### src/rtl/envelope_slope_arbiter.sv
// rtl/envelope_slope_arbiter.sv - round-robin arbiter sharing one slope divider between envelope voices
// Grants one voice at a time, runs rise/run through the divider (or bypasses on run=0), and acks the result.

module envelope_slope_arbiter #(
    parameter  int NUM_VOICES = 4,
    parameter  int WIDTH      = 32,
    parameter  int TIMEOUT    = 64,
    localparam int VW         = (NUM_VOICES > 1) ? $clog2(NUM_VOICES) : 1
) (
    input  logic                        Sys_clk,
    input  logic                        Env_rst,
    input  logic                        Env_ce,
    input  logic [NUM_VOICES-1:0]       Req,
    input  logic [NUM_VOICES*WIDTH-1:0] Rise_bus,
    input  logic [NUM_VOICES*WIDTH-1:0] Run_bus,
    output logic [NUM_VOICES-1:0]       Ack,
    output logic [WIDTH-1:0]            Slope,
    output logic [VW-1:0]               Slope_voice,
    output logic                        Err,
    output logic                        Busy,
    output logic                        Calc_start,
    output logic [WIDTH-1:0]            Calc_rise,
    output logic [WIDTH-1:0]            Calc_run,
    input  logic                        Calc_done,
    input  logic [WIDTH-1:0]            Calc_slope
);

    localparam int CW = $clog2(TIMEOUT + 1);

    typedef enum logic [1:0] {
        S_IDLE,
        S_ISSUE,
        S_WAIT,
        S_DELIVER
    } state_t;

    state_t                 r_state;
    state_t                 w_next;
    logic [VW-1:0]          r_last;
    logic [VW-1:0]          r_voice;
    logic [VW-1:0]          r_slope_voice;
    logic [VW-1:0]          w_gnt_idx;
    logic [VW-1:0]          w_cand [NUM_VOICES];
    logic [NUM_VOICES-1:0]  r_ack;
    logic [NUM_VOICES-1:0]  w_req_eff;
    logic [NUM_VOICES-1:0]  w_voice_hot;
    logic                   w_gnt_valid;
    logic                   w_timeout;
    logic                   r_err;
    logic                   r_err_pend;
    logic [WIDTH-1:0]       r_calc_rise;
    logic [WIDTH-1:0]       r_calc_run;
    logic [WIDTH-1:0]       r_result;
    logic [WIDTH-1:0]       r_slope;
    logic [WIDTH-1:0]       w_sel_rise;
    logic [WIDTH-1:0]       w_sel_run;
    logic [CW-1:0]          r_cnt;

    // The voice being acked this cycle still has Req high; masking it stops a double grant.
    assign w_req_eff = Req & ~r_ack;

    always_comb begin
        for (int i = 0; i < NUM_VOICES; i++) begin
            w_cand[i] = VW'((int'(r_last) + 1 + i) % NUM_VOICES);
        end
    end

    // Walk candidates from farthest to nearest so the nearest requester after r_last wins.
    always_comb begin
        w_gnt_valid = 1'b0;
        w_gnt_idx   = '0;
        for (int i = NUM_VOICES - 1; i >= 0; i--) begin
            if (w_req_eff[w_cand[i]]) begin
                w_gnt_valid = 1'b1;
                w_gnt_idx   = w_cand[i];
            end
        end
    end

    always_comb begin
        w_sel_rise  = '0;
        w_sel_run   = '0;
        w_voice_hot = '0;
        for (int i = 0; i < NUM_VOICES; i++) begin
            if (w_gnt_idx == VW'(i)) begin
                w_sel_rise = Rise_bus[i*WIDTH +: WIDTH];
                w_sel_run  = Run_bus[i*WIDTH +: WIDTH];
            end
            w_voice_hot[i] = (r_voice == VW'(i));
        end
    end

    assign w_timeout = (r_cnt == CW'(TIMEOUT - 1));

    always_ff @(posedge Sys_clk or posedge Env_rst) begin
        if (Env_rst) begin
            r_state <= S_IDLE;
        end else if (Env_ce) begin
            r_state <= w_next;
        end
    end

    always_comb begin
        w_next = r_state;
        case (r_state)
            S_IDLE: begin
                if (w_gnt_valid) begin
                    w_next = (w_sel_run != '0) ? S_ISSUE : S_DELIVER;
                end
            end
            S_ISSUE:   w_next = S_WAIT;
            S_WAIT: begin
                if (Calc_done || w_timeout) begin
                    w_next = S_DELIVER;
                end
            end
            S_DELIVER: w_next = S_IDLE;
            default:   w_next = S_IDLE;
        endcase
    end

    always_ff @(posedge Sys_clk or posedge Env_rst) begin
        if (Env_rst) begin
            r_last        <= VW'(NUM_VOICES - 1);
            r_voice       <= '0;
            r_slope_voice <= '0;
            r_ack         <= '0;
            r_err         <= 1'b0;
            r_err_pend    <= 1'b0;
            r_calc_rise   <= '0;
            r_calc_run    <= '0;
            r_result      <= '0;
            r_slope       <= '0;
            r_cnt         <= '0;
        end else if (Env_ce) begin
            r_ack <= '0;
            r_err <= 1'b0;
            case (r_state)
                S_IDLE: begin
                    if (w_gnt_valid) begin
                        // Result defaults to rise so the run=0 bypass needs no extra path.
                        r_voice     <= w_gnt_idx;
                        r_calc_rise <= w_sel_rise;
                        r_calc_run  <= w_sel_run;
                        r_result    <= w_sel_rise;
                        r_cnt       <= '0;
                        r_err_pend  <= 1'b0;
                    end
                end
                S_ISSUE: begin
                end
                S_WAIT: begin
                    if (Calc_done) begin
                        r_result <= Calc_slope;
                    end else if (w_timeout) begin
                        r_result   <= '0;
                        r_err_pend <= 1'b1;
                    end else begin
                        r_cnt <= r_cnt + CW'(1);
                    end
                end
                S_DELIVER: begin
                    r_slope       <= r_result;
                    r_slope_voice <= r_voice;
                    r_ack         <= w_voice_hot;
                    r_err         <= r_err_pend;
                    r_last        <= r_voice;
                end
                default: begin
                end
            endcase
        end
    end

    // Pulses are held in their registers while Env_ce is low and fire once it returns.
    assign Ack         = r_ack & {NUM_VOICES{Env_ce}};
    assign Err         = r_err & Env_ce;
    assign Calc_start  = (r_state == S_ISSUE) & Env_ce;
    assign Busy        = (r_state != S_IDLE);
    assign Slope       = r_slope;
    assign Slope_voice = r_slope_voice;
    assign Calc_rise   = r_calc_rise;
    assign Calc_run    = r_calc_run;

endmodule

### config.mk
export PLATFORM = sky130hd
export DESIGN_NAME = envelope_slope_arbiter
export DESIGN_NICKNAME = d
export VERILOG_FILES = /design/src/rtl/envelope_slope_arbiter.sv
export SDC_FILE = /design/constraint.sdc
export NUM_CORES = 1
export LEC_CHECK = 0
export ABC_AREA = 1
export CAP_MARGIN = 20
export CORE_AREA = 2 2 156 158
export CTS_CLUSTER_DIAMETER = 200
export DETAILED_ROUTE_END_ITERATION = 6
export DIE_AREA = 0 0 158 160
export PLACE_DENSITY = 0.68
export SETUP_SLACK_MARGIN = 0.1
export SLEW_MARGIN = 20
export SYNTH_ARGS = -nofsm -noshare
export SYNTH_HDL_FRONTEND = slang
export SYNTH_SLANG_ARGS = --single-unit
### constraint.sdc
create_clock -name Sys_clk -period 12.8 [get_ports Sys_clk]
set_input_delay 3.2 -clock Sys_clk [delete_from_list [all_inputs] [get_ports Sys_clk]]
set_output_delay 3.2 -clock Sys_clk [all_outputs]
set_load 0.02 [all_outputs]
== Word level (Yosys, flattened, before mapping) ==
Index checks and enable logic that the tools add are counted.

* Add/sub/neg operators: 5
* Order comparisons: 4
* Eq/ne operators: 16
* Multiplexer cells: 42
* Bitwise gates (word level): 5
* Reductions and logical operators: 13

{| class="wikitable"
|+ Operator list
! kind !! number
|-
| 32-bit two-way mux || 11
|-
| 32-bit case mux with 2 select lines || 1
|-
| 32-bit nonzero test || 1
|-
| 7-bit two-way mux || 3
|-
| 2-bit two-way mux || 7
|-
| 7-bit case mux with 2 select lines || 1
|-
| 2-bit == test (second input constant) || 6
|-
| 2-bit by 3-bit < comparator with 1-bit output (second input constant) || 4
|-
| 1-bit two-way mux || 12
|-
| 2-bit != test (second input constant) || 5
|-
| 5-bit AND reduction || 2
|-
| 4-bit AND || 2
|-
| 1-bit binary-select mux with 2-bit select || 4
|-
| 2-bit case mux with 4 select lines || 1
|-
| 7-bit by 1-bit adder with 7-bit output (second input constant) || 1
|-
| 7-bit by 6-bit == test with 1-bit output (second input constant) || 1
|-
| 2-bit adder (second input constant) || 3
|-
| 2-bit by 1-bit == test with 1-bit output (second input constant) || 3
|-
| 2-bit logical NOT || 3
|-
| 3-bit AND reduction || 2
|-
| 4-bit two-way mux || 1
|-
| 4-bit inverter || 1
|-
| 4-bit AND reduction || 1
|-
| 2-bit nonzero test || 2
|-
| other kinds (6) || 7
|}

* Register bits after elaboration: 149
* Input port bits: 296

== Depth between registers and ports, before layout ==
Gate-level depths: netlist of run 1.

* Depth in word-level cells: 17
* Depth in mapped cells: 22
* Depth with buffers taken out: 20

== Worst setup path before layout of run 1 ==
OpenSTA, ideal clock, no wires.

* Path type: input to output
* Start: input port Env_ce
* End: output port Ack[0]
* Arrival: 3673 ps
* Required time: 9600 ps
* Setup slack: 5927 ps
* Stages on the path: 3
* Buffers on the path: 1
* Cells stage by stage: clkbuf_1 > nand2_1 > inv_1

* Cells in the longest elaborated chain, start to end: 1

{| class="wikitable"
|+ RTL lines
! what !! RTL line !! source
|-
| from (decl) || 12 || <nowiki>input logic Env_ce,</nowiki>
|-
| 4-bit AND || 176 || <nowiki>assign Ack = r_ack & {NUM_VOICES{Env_ce}};</nowiki>
|-
| to (decl) || 16 || <nowiki>output logic [NUM_VOICES-1:0] Ack,</nowiki>
|}

No other way between the ends.

== Final worst setup path of run 1 ==
* Start: input port Env_ce
* End: output port Ack[2]

The elaborated chain is that of the path after synthesis.

==> flow_summary.toml, run 1 <==
[critical_path]
path_cells = "clkdlybuf4s50_1, nand2_1, inv_1, clkdlybuf4s50_1"
slowest_stage = "clkdlybuf4s50_1"
path_buf_inv = 3
cpMostUsedCell = "clkdlybuf4s50_1"
timing_worst_setup_path_type = "in -> out"
cp_data_required_time_ns = 9.60
slowest_delay_ns = 0.76
end_kind = "output pin"
cp_max_fo = 13
arrival_ns = 4.78
cp_top_family = "buffers and inverters"
cp-start-kind = "primary input"

[route]
detail-route-antenna-nets = 0
drc = 0
vias = 8752
dr.first_iter.drc_count = 583
wl_um = 31000
drtPass1Iterations = 5
wl_per_cell_um = 17.0
viasPerCell = 4.79

[sta]
rsz0062_at_grt = "false"
fin_crit_ns = 7.98
fin_worst_skew_ns = 0.0130
fin_setup_tns_ns = 0
worstMarginPinSlew_ns = 0.947
setup_viol = 0
maxSlewViolCount = 0
slew-limit-headroom_pct = 36.6
fin_crit_sh_pct = 62.4
fmax_mhz = 125
hold_viol = 0
whs_ns = 0.478

[clock_network]
tritoncts = "built"
cts_buffer_depth = 2
worstSkewPairLatency_ns = 0.43
numClockSinks = 149
htree_levels = 4
cts_setup_buffers = 0
path_clk_slew_ns = 0.06
root_buffer = "clkbuf_16"
cts_resized = 0
cts_inserted_buffers = 17
ctsHoldBuffers = 0

[global_route]
grt_pass1_vias = 8508
grt_use_total_pct = 24.3
met2_usage_pct = 39.2
grt_pass1_wl_um = 47400
grt_use_met3_pct = 4.69
overflow = 0
antenna_found_initial = 0
busiest_layer = "met2"
gr-usage-met1_pct = 32.4
grt_max_degree = 87

[cells_and_area]
ff_latch_area_mm2 = 0.00373
syn2layout_area_growth_pct = 60.0
antennaDiodeCount = 0
final_net_count = 1791
fillers = 2319
fin_util_pct = 54.2
multiInputGateArea_mm2 = 0.00368
stdcell_count = 1827
drive_gt1_share_pct = 4.06
layout_common_cells = "nand2_1 (439), clkdlybuf4s50_1 (400), dfrtp_1 (147)"
layout_commonest_cell = "nand2_1"

[synthesis]
seq_area_frac_synth_pct = 46.2
synth_warnings = 0
synth_top_area_cell = "dfrtp_1"
syn-cell-area_mm2 = 0.00807
synth-seq-cells = 149
synth_top_area_share_pct = 45.6
syn_area_per_cell_um2 = 7.17
synth.distinct_cells = 32
synth_cells = 1126
synth.area.top_cells = "dfrtp_1 (46%), nand2_1 (20%), nand3_1 (6.0%)"
synth_nets = 1427

[power]
power.density_mw_per_mm2 = 303
irDropWorstVdd_mv = 0.174
p_leak_nw = 6.01

[floorplanning]
rows = 57
num_io_pins = 401
die_h_um = 160
die-area_mm2 = 0.0253
coreArea_mm2 = 0.0238
die_x_um = 158
start_util_pct = 33.9

[hold_path]
hold_class = "reg -> reg"

[job]
maxCapViolations = 0

[place]
place.gp.congestion = 0.953
hpwlAfterDp_um = 22900
io_buffers = 400
dp.cells = 1795

[outcome]
outcome = "finished, final reports clean"
[final timing paths]
kind,start,end,slack (ns),cells past startpoint
setup / recovery,Env_ce,Ack[2],4.82,4
hold / removal,Calc_rise[31]$_DFFE_PP0P_,Calc_rise[31]$_DFFE_PP0P_,0.48,2
setup reg to reg,r_last[0]$_DFFE_PP1P_,r_state[1]$_DFFE_PP0P_,9.27,18
hold reg to reg,Calc_rise[31]$_DFFE_PP0P_,Calc_rise[31]$_DFFE_PP0P_,0.48,2
max in group asynchronous,Env_rst,r_result[17]$_DFFE_PP0P_,8.14,3
min in group asynchronous,Env_rst,Calc_run[29]$_DFFE_PP0P_,3.32,2
[state kept, by name, summed over array words and instances, names as in the netlist, 4 cells and up]
register and cells:
r_ack 4, Calc_rise 32, Calc_run 32, r_cnt 7, r_result 32, Slope 32
[Yosys cell counts (all sizes together)]
library cell  number
a211oi             3
nor2              67
inv               98
clkinv             1
nor3               6
nand2            443
a31oi              1
buf               27
dfrtp            147
dfstp              2
xnor2              1
nand3             96
xor2               1
clkbuf            39
o22ai              3
a21boi             2
nand4             35
a21oi             42
a22oi             32
ha                 5
o32ai              1
nand3b             1
o21ai             73
[layer usage]
layer	vias up	share of wire, %	routed length (um)
met3	45	5.6	1720
met4	0	2.8	873
met1	4079	43	13300
li1	4349	-	-
met2	279	49	15100
met5	-	0	0
[power by group]
group	switching [mW]	leakage [nW]	internal (mW)
Clock	0.212	0.304	0.330
Combinational	1.71	3.87	0.866
Sequential	0.105	1.83	0.694
Total	2.02	6.01	1.89
[cell type report]
type | instances | area share, %
multi-input combinational | 812 | 28.5
tap | 324 | 3.14
clock buffer | 19 | 3.35
inverter | 99 | 2.93
clock inverter | 13 | 1.52
sequential | 149 | 28.9
timing repair buffer | 411 | 31.7
[cell families (layout without fill, tap and decap cells)]
| kind of cell | after synthesis | in the layout | share of synthesized area (%) |
|---|---|---|---|
| buffers and inverters | 165 | 542 | 8.48 |
| flip-flops | 149 | 149 | 46.2 |
| XOR/XNOR | 2 | 2 | 0.217 |
| adder cells (fa/ha/maj) | 5 | 5 | 0.775 |
| AND/OR/NAND/NOR | 648 | 648 | 33.1 |
| AO/OA/AOI/OAI | 157 | 157 | 11.2 |
[metrics by stage]
stage                     worst slack [ns]  instance area [um^2]  power (mW)
final                                 4.82                 12900        3.91
after global routing                  4.75                 12900        4.23
after CTS                             4.82                 12900        3.93
after detailed placement              4.83                 12300        3.38
after global placement                4.81                 12300        3.35
after floorplan                       5.60                  8070        2.44
[worst min-delay path: stages, from the launching register on]
cell,delay [ns]
dfrtp_1,0.34
nand2_1,0.05
nand2_1,0.05
Note: power is estimated with default switching activity, not from simulation.
==> run 2, diff against run 1 <==
CORE_AREA = 2 2 157 159   (was 2 2 156 158)
DIE_AREA = 0 0 159 161   (was 0 0 158 160)
PLACE_DENSITY = 0.67   (was 0.68)
clock period = 7.6 ns   (was 12.8 ns; I/O delays follow)
==> run 2 against run 1 <==
  * First-iteration DRC count rose by 8.6%
  * Flip-flop and latch count did not move
  * Clock-buffer cell count is 2 lower
  * Hold slack worse by 0.0017 ns
  * Highest routed layer unchanged
  * Largest cell class unchanged
  * Utilization is 0.27 points lower
  * Cell area about the same
  * Sequential power is 69% higher
  * Clock power grew 58%
  * Non-clock buffer count increased by 1
  * Cell count about the same
==> flow_summary.toml, run 2 (same netlist as run 1, synthesis figures left out) <==
[place]
io_buffers = 400
place_ws_ns = 2.19
place.gp.congestion = 0.903
hpwlAfterDp_um = 23600

[power]
power.density_mw_per_mm2 = 510
p_leak_nw = 6.01
irDropWorstVdd_mv = 0.292

[critical_path]
arrival_ns = 3.53
r2r-end = "r_state[1]$_DFFE_PP0P_"
reg2reg_from = "r_last[0]$_DFFE_PP1P_"
cp_max_fo = 13
cp-endpoint = "Ack[2]"
reg2regPathDepth = 15
r2r_setup_slack_ns = 3.92
cp_data_required_time_ns = 5.70
timing_worst_setup_path_type = "in -> out"
cp-start-kind = "primary input"
cp-startpoint = "Env_ce"
end_kind = "output pin"

[global_route]
antenna_found_initial = 0
overflow = 0
grt_max_degree = 100
grt_pass1_wl_um = 49100
grt_pass1_vias = 8484
grt_use_total_pct = 24.7

[sta]
hold_viol = 0
setup_viol = 0
setup_slack_ns = 2.17
worstMarginPinSlew_ns = 0.935
rsz0062_at_grt = "false"
fin_crit_sh_pct = 71.4
fin_setup_tns_ns = 0
fmax_mhz = 184
fin_crit_ns = 5.43
slew-limit-headroom_pct = 37.6
maxSlewViolCount = 0
fin_worst_skew_ns = 0.0187
whs_ns = 0.477

[clock_network]
numClockSinks = 149
cts_setup_buffers = 0
path_clk_slew_ns = 0.06
htree_levels = 4
cts_inserted_buffers = 17
worstSkewPairLatency_ns = 0.43
root_buffer = "clkbuf_16"
tritoncts = "built"
cts_buffer_depth = 2
cts_resized = 0
ctsHoldBuffers = 0

[cells_and_area]
syn2layout_area_growth_pct = 60.1
multiInputGateArea_mm2 = 0.00368
antennaDiodeCount = 0
fin_util_pct = 53.9
fillers = 2353
final_net_count = 1792
layout_commonest_cell = "nand2_1"
drive_gt1_share_pct = 4.26
layout_common_cells = "nand2_1 (439), clkdlybuf4s50_1 (400), dfrtp_1 (147)"
ff_latch_area_mm2 = 0.00373

[floorplanning]
die-area_mm2 = 0.0256
die_h_um = 161
num_io_pins = 401
rows = 57
coreArea_mm2 = 0.0240
start_util_pct = 33.7
die_x_um = 159

[route]
drtPass1Iterations = 5
wl_per_cell_um = 17.3
dr.first_iter.drc_count = 633
wl_um = 31600
drc = 0
vias = 8790
detail-route-antenna-nets = 0
viasPerCell = 4.81

[hold_path]
hold_class = "reg -> reg"

[job]
maxCapViolations = 0

[outcome]
outcome = "finished, final reports clean"
==> run 2: cell types whose count changed in the layout (fill, tap and decap cells not counted), sizes merged <==
cell | previous run | this run
buf | 11 | 12
bufinv | 4 | 2
clkbuf | 19 | 17
clkinv | 6 | 7
clkinvlp | 1 | 2
inv | 101 | 103
==> run 2: critical path: stages <==
cell and delay [ns]:
clkdlybuf4s50_1 0.79, nand2_1 0.14, inv_1 0.09, clkdlybuf4s50_1 0.62
==> run 2: stage by stage <==
step	power, mW	cell area [um^2]	instances
after floorplan	4.11	8070	1126
after global placement	5.61	12300	1794
after detailed placement	5.72	12300	1795
after CTS	6.60	12900	1827
after global routing	7.14	12900	1828
final	6.59	12900	1828
==> run 2: cell type report <==
type	instances	area share (%)
timing repair buffer	412	32.0
clock buffer	17	3.29
tap	324	3.14
multi-input combinational	812	28.5
clock inverter	15	1.31
inverter	99	2.92
sequential	149	28.9
==> run 2: worst min-delay path by stage <==
| stage | slack, ns | to | start | cells past startpoint |
|---|---|---|---|---|
| after floorplan | 0.45 | r_err$_DFFE_PP0P_ | r_err$_DFFE_PP0P_ | 2 |
| after global placement | 0.46 | Calc_rise[7]$_DFFE_PP0P_ | Calc_rise[7]$_DFFE_PP0P_ | 2 |
| after detailed placement | 0.46 | Calc_rise[12]$_DFFE_PP0P_ | Calc_rise[12]$_DFFE_PP0P_ | 2 |
| after CTS | 0.48 | Calc_rise[12]$_DFFE_PP0P_ | Calc_rise[12]$_DFFE_PP0P_ | 2 |
| after global routing | 0.50 | Slope[10]$_DFFE_PP0P_ | Slope[10]$_DFFE_PP0P_ | 2 |
| final | 0.48 | Calc_rise[30]$_DFFE_PP0P_ | Calc_rise[30]$_DFFE_PP0P_ | 2 |
==> run 2: per-layer routing <==
| layer | vias to the layer above | part of all wire [%] | global-route usage (%) |
|---|---|---|---|
| met4 | 0 | 2.4 | 7.40 |
| met2 | 289 | 49 | 41.2 |
| li1 | 4352 | - | - |
| met5 | - | 0 | 0 |
| met1 | 4104 | 43 | 32.9 |
| met3 | 45 | 5.2 | 4.44 |
==> run 2: where the power goes <==
group	total [mW]	internal (mW)	switching (mW)
sequential	1.35	1.17	0.186
clock	0.858	0.493	0.365
combinational	4.38	1.52	2.86
==> RTL edit: new RTL, settings of run 1 <==
Change the parameter `TIMEOUT` from 64 to 256.
--- a/src/rtl/envelope_slope_arbiter.sv
+++ b/src/rtl/envelope_slope_arbiter.sv
@@ -5,5 +5,5 @@
     parameter  int NUM_VOICES = 4,
     parameter  int WIDTH      = 32,
-    parameter  int TIMEOUT    = 64,
+    parameter  int TIMEOUT    = 256,
     localparam int VW         = (NUM_VOICES > 1) ? $clog2(NUM_VOICES) : 1
 ) (
Behaviour: same outputs for any inputs over 4 cycles, from zero or initial values and one cycle with Env_rst high; that may be too few to reach the edited logic, so the function may still have changed.
==> RTL edit against run 1 <==
Synthesized area rose by 3.9%. Worst setup slack improved by 0.023 ns. Largest power group unchanged. Power down 2.8%. Critical path depth is the same. Routed wire length rose by 2.3%. Die area did not move. Sequential cell count up 2. Design area increased by 1.6%.
==> RTL edit: results (changes against run 1) <==
status: "finished, final reports clean"
hp-class: "reg2reg"
max-vdd-ir-drop_mv: 0.149  # -15%
numCtsBuffers: 17  # unchanged
arrival_ns: 4.76  # -0.02 ns
drt_iter0_markers: 576  # -1.2%
clock_latency_ns: 0.43  # about the same
synthTopCellsByArea: "dfrtp_1, nand2_1, nand3_1"
reg2reg_depth: 17  # -1
grt_overflow: 0  # unchanged
fillers: 2366  # +2.0%
final_cell_count_no_fill: 1856  # +1.6%
cts_resized: 0  # unchanged
ys_seq_area_share_pct: 45.1  # -1.1 points
min_path_cells: 2  # unchanged
grt_pass1_vias: 8941  # +5.1%
antenna_found_initial: 1  # +1
first_pass_iters: 5  # unchanged
synth_common_cells: "nand2_1, dfrtp_1, nand3_1, inv_1, nor2_1"
gp_congestion: 0.879  # -7.7%
port_buffers: 400  # unchanged
dp_hpwl_um: 23000  # about the same
regToRegSetupSlack_ns: 9.10  # -0.17 ns
max_slew_margin_pct: 22.5  # -14 points
leakagePower_nw: 6.08  # +1.1%
grt_max_degree: 94  # +8.0%
grt_pass1_wl_um: 48900  # +3.2%
grtUsageTotal_pct: 25.2  # +0.90 points
cts.clk_slew.worst_paths_ns: 0.06  # about the same
synthDistinctLibCells: 34  # +6.3%
synth.most_common_cell: "nand2_1"
clock_path_buffers: 2  # unchanged
synth-warning-count: 0  # unchanged
vias: 9019  # +3.1%
synthFlopType: "dfrtp_1"
cts_htree_levels: 4  # unchanged
wl_um: 31700  # +2.3%
dp_cells: 1823  # +1.6%
cts_setup_buffers: 0  # unchanged
root_buffer: "clkbuf_16"
critPathMaxFanout: 14  # +1
fin_skew_ns: 0.0155  # +0.00253 ns
drive_gt1_share_pct: 4.70  # +0.64 points
synthCells: 1160  # +3.0%
synth_async_sr_flop_share_pct: 100  # unchanged
synth_nets: 1462  # +2.5%
==> RTL edit: metal layers <==
layer  up-vias  part of all wire, %  global-route usage [%]
met1      4141                   42                    31.7
met5         -                    0                       0
li1       4483                    -                       -
met2       335                   49                    42.4
met4         0                  3.5                    9.95
met3        60                  6.2                    4.97
==> RTL edit: critical path: stages <==
cell and delay [ns]:
clkdlybuf4s50_1 0.78, nand2_1 0.12, inv_1 0.07, clkdlybuf4s50_1 0.59
==> RTL edit: cell families (layout without fill, tap and decap cells) <==
kind of cell               count (synthesis)  after routing  share of synthesized area (%)
buffers and inverters                    179            550                           9.33
AOI/OAI and AO/OA                        154            154                           10.6
adders and majority gates                  6              6                          0.895
and+or+nand+nor                          670            670                           34.1
DFF                                      151            151                           45.1
other                                      0              1                              0
==> RTL edit: final timing paths <==
path,endpoint,start
worst max-delay path,Ack[1],Env_ce
worst min-delay path,Calc_rise[8],Calc_rise[8]
worst max register to register,r_state[1],r_last[0]
worst min register to register,Calc_rise[8],Calc_rise[8]
max in group asynchronous,r_result[18],Env_rst
min in group asynchronous,Calc_run[28],Env_rst
==> RTL edit: metrics by stage <==
stage / power (mW) / worst slack [ns] / cell area, um^2 / hold WS [ns] / utilization (%)
after CTS: 3.83 / 4.83 / 13100 / 0.483 / 55.0
after detailed placement: 3.32 / 4.84 / 12500 / 0.464 / 52.6
after floorplan: 2.43 / 5.54 / 8390 / 0.453 / -
after global placement: 3.29 / 4.85 / 12500 / 0.462 / 52.6
final: 3.80 / 4.84 / 13100 / 0.479 / 55.0
after global routing: 4.12 / 4.72 / 13100 / 0.499 / 55.0
==> RTL edit: cell type report <==
| type | instances | area [um^2] | share of cell area, % |
|---|---|---|---|
| Clock buffer | 18 | 439 | 3.35 |
| Clock inverter | 14 | 141 | 1.08 |
| Timing Repair Buffer | 410 | 4080 | 31.1 |
| Tap cell | 324 | 405 | 3.09 |
| Inverter | 108 | 418 | 3.19 |
| Multi-Input combinational cell | 830 | 3840 | 29.3 |
| Sequential cell | 151 | 3780 | 28.8 |
| Antenna cell | 1 | 2.50 | 0.0191 |
==> RTL edit: power by group <==
group,internal [mW],switching (mW),leakage [nW]
sequential,0.695,0.107,1.87
clock,0.278,0.216,0.281
combinational,0.839,1.67,3.93
total,1.81,1.99,6.08
